File: config.mk
export PLATFORM = sky130hd
export DESIGN_NAME = calc_alu_sequencer
export DESIGN_NICKNAME = d
export VERILOG_FILES = /design/src/rtl/calc_alu_sequencer.sv
export SDC_FILE = /design/constraint.sdc
export NUM_CORES = 1
export LEC_CHECK = 0
export CORE_UTILIZATION = 55
export DETAILED_ROUTE_END_ITERATION = 10
export DONT_BUFFER_PORTS = 1
export GPL_TIMING_DRIVEN = 0
export PLACE_DENSITY = 0.71
export REMOVE_ABC_BUFFERS = 1
export SYNTH_ARGS = -nofsm -noshare
export SYNTH_HDL_FRONTEND = slang
export SYNTH_SLANG_ARGS = --single-unit
File: constraint.sdc
create_clock -name clk -period 5.76 [get_ports clk]
set_clock_uncertainty 0.2 [all_clocks]
set_input_delay 0.864 -clock clk [delete_from_list [all_inputs] [get_ports clk]]
set_output_delay 0.864 -clock clk [all_outputs]
set_load 0.01 [all_outputs]
File: src/rtl/calc_alu_sequencer.sv
// Sign-magnitude add/sub/mul engine behind the calculator controller.
// The operation runs on one shared adder: one pass for add/sub, or MAG_W shift-add passes for mul.
module calc_alu_sequencer #(
  parameter int MAG_W  = 15,
  parameter bit SAT_EN = 1'b1
) (
  input  logic           clk,
  input  logic           nRST,
  input  logic           start,
  input  logic [2:0]     op,
  input  logic [MAG_W:0] operand_a,
  input  logic [MAG_W:0] operand_b,
  input  logic           clear,
  output logic           busy,
  output logic           done,
  output logic [MAG_W:0] result,
  output logic           overflow,
  output logic           op_err,
  output logic [2:0]     state_dbg
);

  localparam int ACC_W = 2 * MAG_W;
  localparam int SUM_W = MAG_W + 2;
  localparam int CNT_W = (MAG_W > 1) ? $clog2(MAG_W) : 1;

  localparam logic [2:0] OP_ADD = 3'b010;
  localparam logic [2:0] OP_SUB = 3'b011;
  localparam logic [2:0] OP_MUL = 3'b100;

  typedef enum logic [2:0] {
    S_IDLE   = 3'd0,
    S_ADDSUB = 3'd1,
    S_MUL    = 3'd2,
    S_NORM   = 3'd3,
    S_DONE   = 3'd4
  } state_t;

  state_t             state_q, state_d;
  logic [2:0]         op_q, op_d;
  logic [MAG_W:0]     a_q, a_d, b_q, b_d;
  logic [CNT_W-1:0]   cnt_q, cnt_d;
  logic [ACC_W-1:0]   acc_q, acc_d;
  logic [MAG_W:0]     result_q, result_d;
  logic               ovf_q, ovf_d;
  logic               err_q, err_d;

  // Shared adder operands and normalisation terms
  logic               legal, is_mul, sb_eff;
  logic [SUM_W-1:0]   mag_a, mag_b, ta, tb;
  logic [ACC_W-1:0]   pp, add_x, add_y, add_s;
  logic               neg_n, ovf_n, sign_n;
  logic [ACC_W-1:0]   abs_n;
  logic [MAG_W-1:0]   mag_n;

  always_comb begin
    legal  = (op_q == OP_ADD) || (op_q == OP_SUB) || (op_q == OP_MUL);
    is_mul = (op_q == OP_MUL);
    sb_eff = b_q[MAG_W] ^ (op_q == OP_SUB);
    mag_a  = {2'b00, a_q[MAG_W-1:0]};
    mag_b  = {2'b00, b_q[MAG_W-1:0]};
    ta     = a_q[MAG_W] ? -mag_a : mag_a;
    tb     = sb_eff ? -mag_b : mag_b;
    pp     = b_q[cnt_q] ? (ACC_W'(a_q[MAG_W-1:0]) << cnt_q) : '0;
    if (state_q == S_MUL) begin
      add_x = acc_q;
      add_y = pp;
    end else begin
      add_x = {{(ACC_W-SUM_W){ta[SUM_W-1]}}, ta};
      add_y = {{(ACC_W-SUM_W){tb[SUM_W-1]}}, tb};
    end
    add_s  = add_x + add_y;
    // add/sub keeps a signed sum in acc; mul keeps an unsigned magnitude
    neg_n  = is_mul ? (a_q[MAG_W] ^ b_q[MAG_W]) : acc_q[ACC_W-1];
    abs_n  = (!is_mul && acc_q[ACC_W-1]) ? -acc_q : acc_q;
    ovf_n  = |abs_n[ACC_W-1:MAG_W];
    mag_n  = (ovf_n && SAT_EN) ? '1 : abs_n[MAG_W-1:0];
    sign_n = neg_n && (|mag_n);
  end

  always_comb begin
    state_d  = state_q;
    op_d     = op_q;
    a_d      = a_q;
    b_d      = b_q;
    cnt_d    = cnt_q;
    acc_d    = acc_q;
    result_d = result_q;
    ovf_d    = ovf_q;
    err_d    = err_q;
    case (state_q)
      S_IDLE: begin
        if (start) begin
          op_d     = op;
          a_d      = operand_a;
          b_d      = operand_b;
          cnt_d    = '0;
          acc_d    = '0;
          result_d = '0;
          ovf_d    = 1'b0;
          err_d    = 1'b0;
          state_d  = (op == OP_MUL) ? S_MUL : S_ADDSUB;
        end
      end
      S_ADDSUB: begin
        if (legal) acc_d = add_s;
        else       err_d = 1'b1;
        state_d = S_NORM;
      end
      S_MUL: begin
        acc_d = add_s;
        cnt_d = cnt_q + CNT_W'(1);
        if (cnt_q == CNT_W'(MAG_W - 1)) state_d = S_NORM;
      end
      S_NORM: begin
        if (legal) begin
          result_d = {sign_n, mag_n};
          ovf_d    = ovf_n;
        end else begin
          result_d = '0;
          ovf_d    = 1'b0;
        end
        state_d = S_DONE;
      end
      S_DONE:  state_d = S_IDLE;
      default: state_d = S_IDLE;
    endcase
    // Abort wins over everything, including a same-cycle start; visible outputs stay frozen.
    if (clear) begin
      state_d  = S_IDLE;
      result_d = result_q;
      ovf_d    = ovf_q;
      err_d    = err_q;
    end
  end

  always_ff @(posedge clk or negedge nRST) begin
    if (!nRST) begin
      state_q  <= S_IDLE;
      op_q     <= '0;
      a_q      <= '0;
      b_q      <= '0;
      cnt_q    <= '0;
      acc_q    <= '0;
      result_q <= '0;
      ovf_q    <= 1'b0;
      err_q    <= 1'b0;
    end else begin
      state_q  <= state_d;
      op_q     <= op_d;
      a_q      <= a_d;
      b_q      <= b_d;
      cnt_q    <= cnt_d;
      acc_q    <= acc_d;
      result_q <= result_d;
      ovf_q    <= ovf_d;
      err_q    <= err_d;
    end
  end

  assign busy      = (state_q != S_IDLE);
  assign done      = (state_q == S_DONE);
  assign result    = result_q;
  assign overflow  = ovf_q;
  assign op_err    = err_q;
  assign state_dbg = state_q;

endmodule

==> results list <==
- Clock root buffer master: sky130_fd_sc_hd__clkbuf_16
- Setup repair after global routing missed its margin: no
* Initial cell density of the core: 57.4%
- Routability-driven placement finished with a final weighted congestion of 0.967.
- The slowest stage of the critical path is the sky130_fd_sc_hd__or4_1 cell.
* Number of buffers inserted by post-CTS setup repair: 0
* Yosys warnings: 0
- The flow ran to the end, and the final reports show no timing, DRC or antenna violations.
- Headroom to the max-slew limit came out at 25.4%.
- In this run the register-to-register setup slack is 0.41 ns.
- The global routing stage identified its most utilized layer as met2.
- Async set-reset flop share out of synthesis: 100%
- Detailed placement finished with a half-perimeter wire length of 14600 um.
* Endpoint type of the worst setup path: register
* Number of rows in the core area: 42
* Wire per inst: 17.8 um
- Source of the worst register-to-register timing path: a_q[0]
* Final Net Count: 1006
- Total track usage: 28.8%
- The share of the Yosys chip area taken by registers is 29.2%.
- Entering global routing, the biggest net connects 64 pins.
- H-tree depth: 3
- Inserted Clock Buffers: 9
- Before CTS, the worst setup slack after placement is 0.260 ns.
- The critical path goes through inv_1 > ha_1 > or3b_1 > or3_1 > or4_1 > o21a_1 > a211o_1 > o21a_1 > ha_1 > a21oi_1 > nand2_1 > a21oi_1 > a21o_1 > a21oi_1 > o41ai_2 > o21ai_0 > xnor2_1 > a22o_1.
* Max Transition Viols Final: 0
* Share of post-route cells with drive strength above 1: 5.02%
* Vertical die dimension: 121 um
* Global routing met3 resource utilization: 3.82%
- Number of input and output port buffers inserted: 0
* First-pass GRT wire length: 33000 um
* Clock tree from TritonCTS: built
* Antenna diode count: 0
- The number of buffers and inverters on the critical path is 1.
- For the worst flop-to-flop path, the logic depth is 18.
- Number of nets with antenna violations after detailed routing: 0
* Cell with the most instances on the worst path: sky130_fd_sc_hd__a21oi_1
- Final count of hold timing violations: 0
* Area growth from synthesis to layout: 4.20%
* Worst path arrival time: 5.40 ns
- Post-synthesis sequential element count: 90
- Post-Synthesis Mean Instance Area: 7.83 sq um
- Number of enable-type register cells in the synthesized netlist: 0
- The number of global-route vias before repair was 6588.
- Global Route met2 Usage: 44.6%
- Core Region: 13500 sq um
- DIE AREA: 14500 sq um
- The sequential cells in the finished layout cover a total of 2250 sq um.
- The filler cells instantiated in the layout total 1276.
* Required arrival time at the worst endpoint: 5.81 ns
- Type of the worst min-delay path: in2async
* Remaining DRCs: 0
- Maximum fanout along the worst path: 14
* Minimum clock period after layout: 5.35 ns
- Global routing usage on met1: 40.3%
* Antenna violations before repair: 0
* Worst R2R End: acc_q[29]
- Synthesis produced a netlist whose cell count is 986.
* Cell area after technology mapping: 7720 sq um
* Clock latency of the later-clocked register in the worst-skew pair: 0.36 ns
* Final clock period utilization by the worst path: 92.9%
- In this design, the stage delay of the slowest critical-path cell is 0.49 ns.
* Worst hold slack after final layout: 0.169 ns
* Leftover overflow at the end of global routing: 0
* I/O pins: 62
- Leading register cell type out of synthesis: sky130_fd_sc_hd__dfrtp_1
- The final layout contains routed wiring with a total length of 19800 um.
- After layout, the worst setup slack is 0.409 ns.
- CTS max path bufs: 2
- Number of detailed-route iterations in the first pass: 5
* Core occupancy in the finished layout: 59.8%
- CTS saw 90 sinks.
* Fmax: 187 MHz
- Among cell families on the critical path, the largest total delay comes from compound AO/OA/AOI/OAI gates.
- Clock input transition at the sequential cells of the worst setup and hold paths: 0.08 ns
* Critical path startpoint category: register
- From left edge to right edge, the die measures 121 um.
* Final setup vio count: 0
- Via density per instance: 6.31
- Max Cap Violations: 0
- Detailed router's first-iteration violation count: 597
- For the pin with the worst max-slew slack, the measured transition is 1.12 ns.
* Multi-input gate area in the final layout: 5100 sq um
- Vias: 7026
- Count of unique library cells instantiated by Yosys: 68
- By startpoint and endpoint, the worst setup path is classified as reg2reg.
[layout make-up]
class	instances	share of cell area, %
Multi-Input combinational cell	793	63.3
Sequential cell	90	28.0
Clock buffer	9	2.80
Tap cell	176	2.74
Inverter	34	1.59
Timing Repair Buffer	4	0.840
Clock inverter	7	0.700
[flip-flops by register name, indices dropped and copies added, names as in the netlist]
register / count
a_q: 16
op_q: 3
overflow: 1
acc_q: 30
result: 16
state_dbg: 3
cnt_q: 4
b_q: 16
op_err: 1
[worst max path at each step]
stage                  from        end  slack, ns  cells past startpoint
2_1_floorplan  state_dbg[0]  acc_q[29]       0.21                     15
3_3_place_gp   state_dbg[0]  acc_q[29]      -1.52                     15
3_5_place_dp       cnt_q[1]  acc_q[29]       0.26                     15
4_1_cts            cnt_q[1]  acc_q[29]       0.24                     15
5_1_grt              a_q[0]  acc_q[29]       0.01                     18
6_report             a_q[0]  acc_q[29]       0.41                     18
[stage by stage]
step	instance area (sq um)	instances	TNS, ns
after floorplan	7450	917	0
after global placement	7670	1093	-16.31
after detailed placement	7710	1094	0
after CTS	8040	1113	0
after global routing	8050	1113	0
final	8050	1113	0
[cell usage in the layout, fill, tap and decap left out, types with 5 or more instances in the layout]
cell type	count
sky130_fd_sc_hd__dfrtp_1	89
sky130_fd_sc_hd__o41ai_1	10
sky130_fd_sc_hd__o31ai_1	11
sky130_fd_sc_hd__o21ai_0	78
sky130_fd_sc_hd__mux2i_1	14
sky130_fd_sc_hd__clkbuf_16	9
sky130_fd_sc_hd__nand3_1	13
sky130_fd_sc_hd__or4_1	5
sky130_fd_sc_hd__o22ai_1	16
sky130_fd_sc_hd__xnor2_1	37
sky130_fd_sc_hd__or3_1	9
sky130_fd_sc_hd__mux4_2	6
sky130_fd_sc_hd__nor2_1	61
sky130_fd_sc_hd__a21o_1	12
sky130_fd_sc_hd__nor2b_1	15
sky130_fd_sc_hd__a211oi_1	9
sky130_fd_sc_hd__and2_1	7
sky130_fd_sc_hd__o21a_1	16
sky130_fd_sc_hd__nand2_1	185
sky130_fd_sc_hd__a31oi_1	14
sky130_fd_sc_hd__inv_1	33
sky130_fd_sc_hd__mux2_2	9
sky130_fd_sc_hd__a22o_1	19
sky130_fd_sc_hd__nand2b_1	8
sky130_fd_sc_hd__nor3_1	29
sky130_fd_sc_hd__nand4b_1	5
sky130_fd_sc_hd__a21oi_1	56
sky130_fd_sc_hd__nor4_1	6
sky130_fd_sc_hd__ha_1	34
sky130_fd_sc_hd__a221o_1	15
sky130_fd_sc_hd__xor2_1	25
[Yosys cell counts (all sizes together) (14+ instances only)]
master  number  share of area (%)
mux2i       14                1.8
ha          34                5.5
xnor2       37                4.2
o21ai       79                5.1
a31oi       14                1.1
nor2        63                3.1
xor2        25                2.8
a22o        19                2.2
nor2b       15                1.2
o22ai       16                1.3
inv         33                1.6
nor3        29                1.9
nand2      185                9.0
clkbuf      62                3.0
a221o       15                1.9
dfrtp       90                 29
a21oi       56                3.6
o21a        16                1.6
[worst register-to-register path: stages, from the launching register on]
cell and delay [ns]:
sky130_fd_sc_hd__dfrtp_1 0.42, sky130_fd_sc_hd__inv_1 0.14, sky130_fd_sc_hd__ha_1 0.18, sky130_fd_sc_hd__or3b_1 0.37, sky130_fd_sc_hd__or3_1 0.36, sky130_fd_sc_hd__or4_1 0.49, sky130_fd_sc_hd__o21a_1 0.24, sky130_fd_sc_hd__a211o_1 0.46
sky130_fd_sc_hd__o21a_1 0.20, sky130_fd_sc_hd__ha_1 0.39, sky130_fd_sc_hd__a21oi_1 0.28, sky130_fd_sc_hd__nand2_1 0.12, sky130_fd_sc_hd__a21oi_1 0.22, sky130_fd_sc_hd__a21o_1 0.16, sky130_fd_sc_hd__a21oi_1 0.10, sky130_fd_sc_hd__o41ai_2 0.38
sky130_fd_sc_hd__o21ai_0 0.20, sky130_fd_sc_hd__xnor2_1 0.16, sky130_fd_sc_hd__a22o_1 0.20
[logic make-up after synthesis]
family | synth area share [%]
and+or+nand+nor | 22.2
AOI/OAI and AO/OA | 25.8
buffers and inverters | 5.23
DFF | 29.2
xor gates and xnor gates | 7.03
adders and majority gates | 5.77
muxes | 4.88
[layer usage]
layer | vias to the layer above | routed length [um]
met5 | - | 0
met4 | 0 | 579
met3 | 47 | 1000
met2 | 247 | 8750
met1 | 3267 | 9430
li1 | 3465 | -
[repair_timing]
item,CTS,global route
endpoints found under the setup margin,0,2
hold buffers,3,0
hold endpoints to repair,63,0
gates resized for setup,0,2
Power is left out: the tool's default activity adds up to more than one toggle a clock period on the data nets, which glitch-free logic cannot reach.
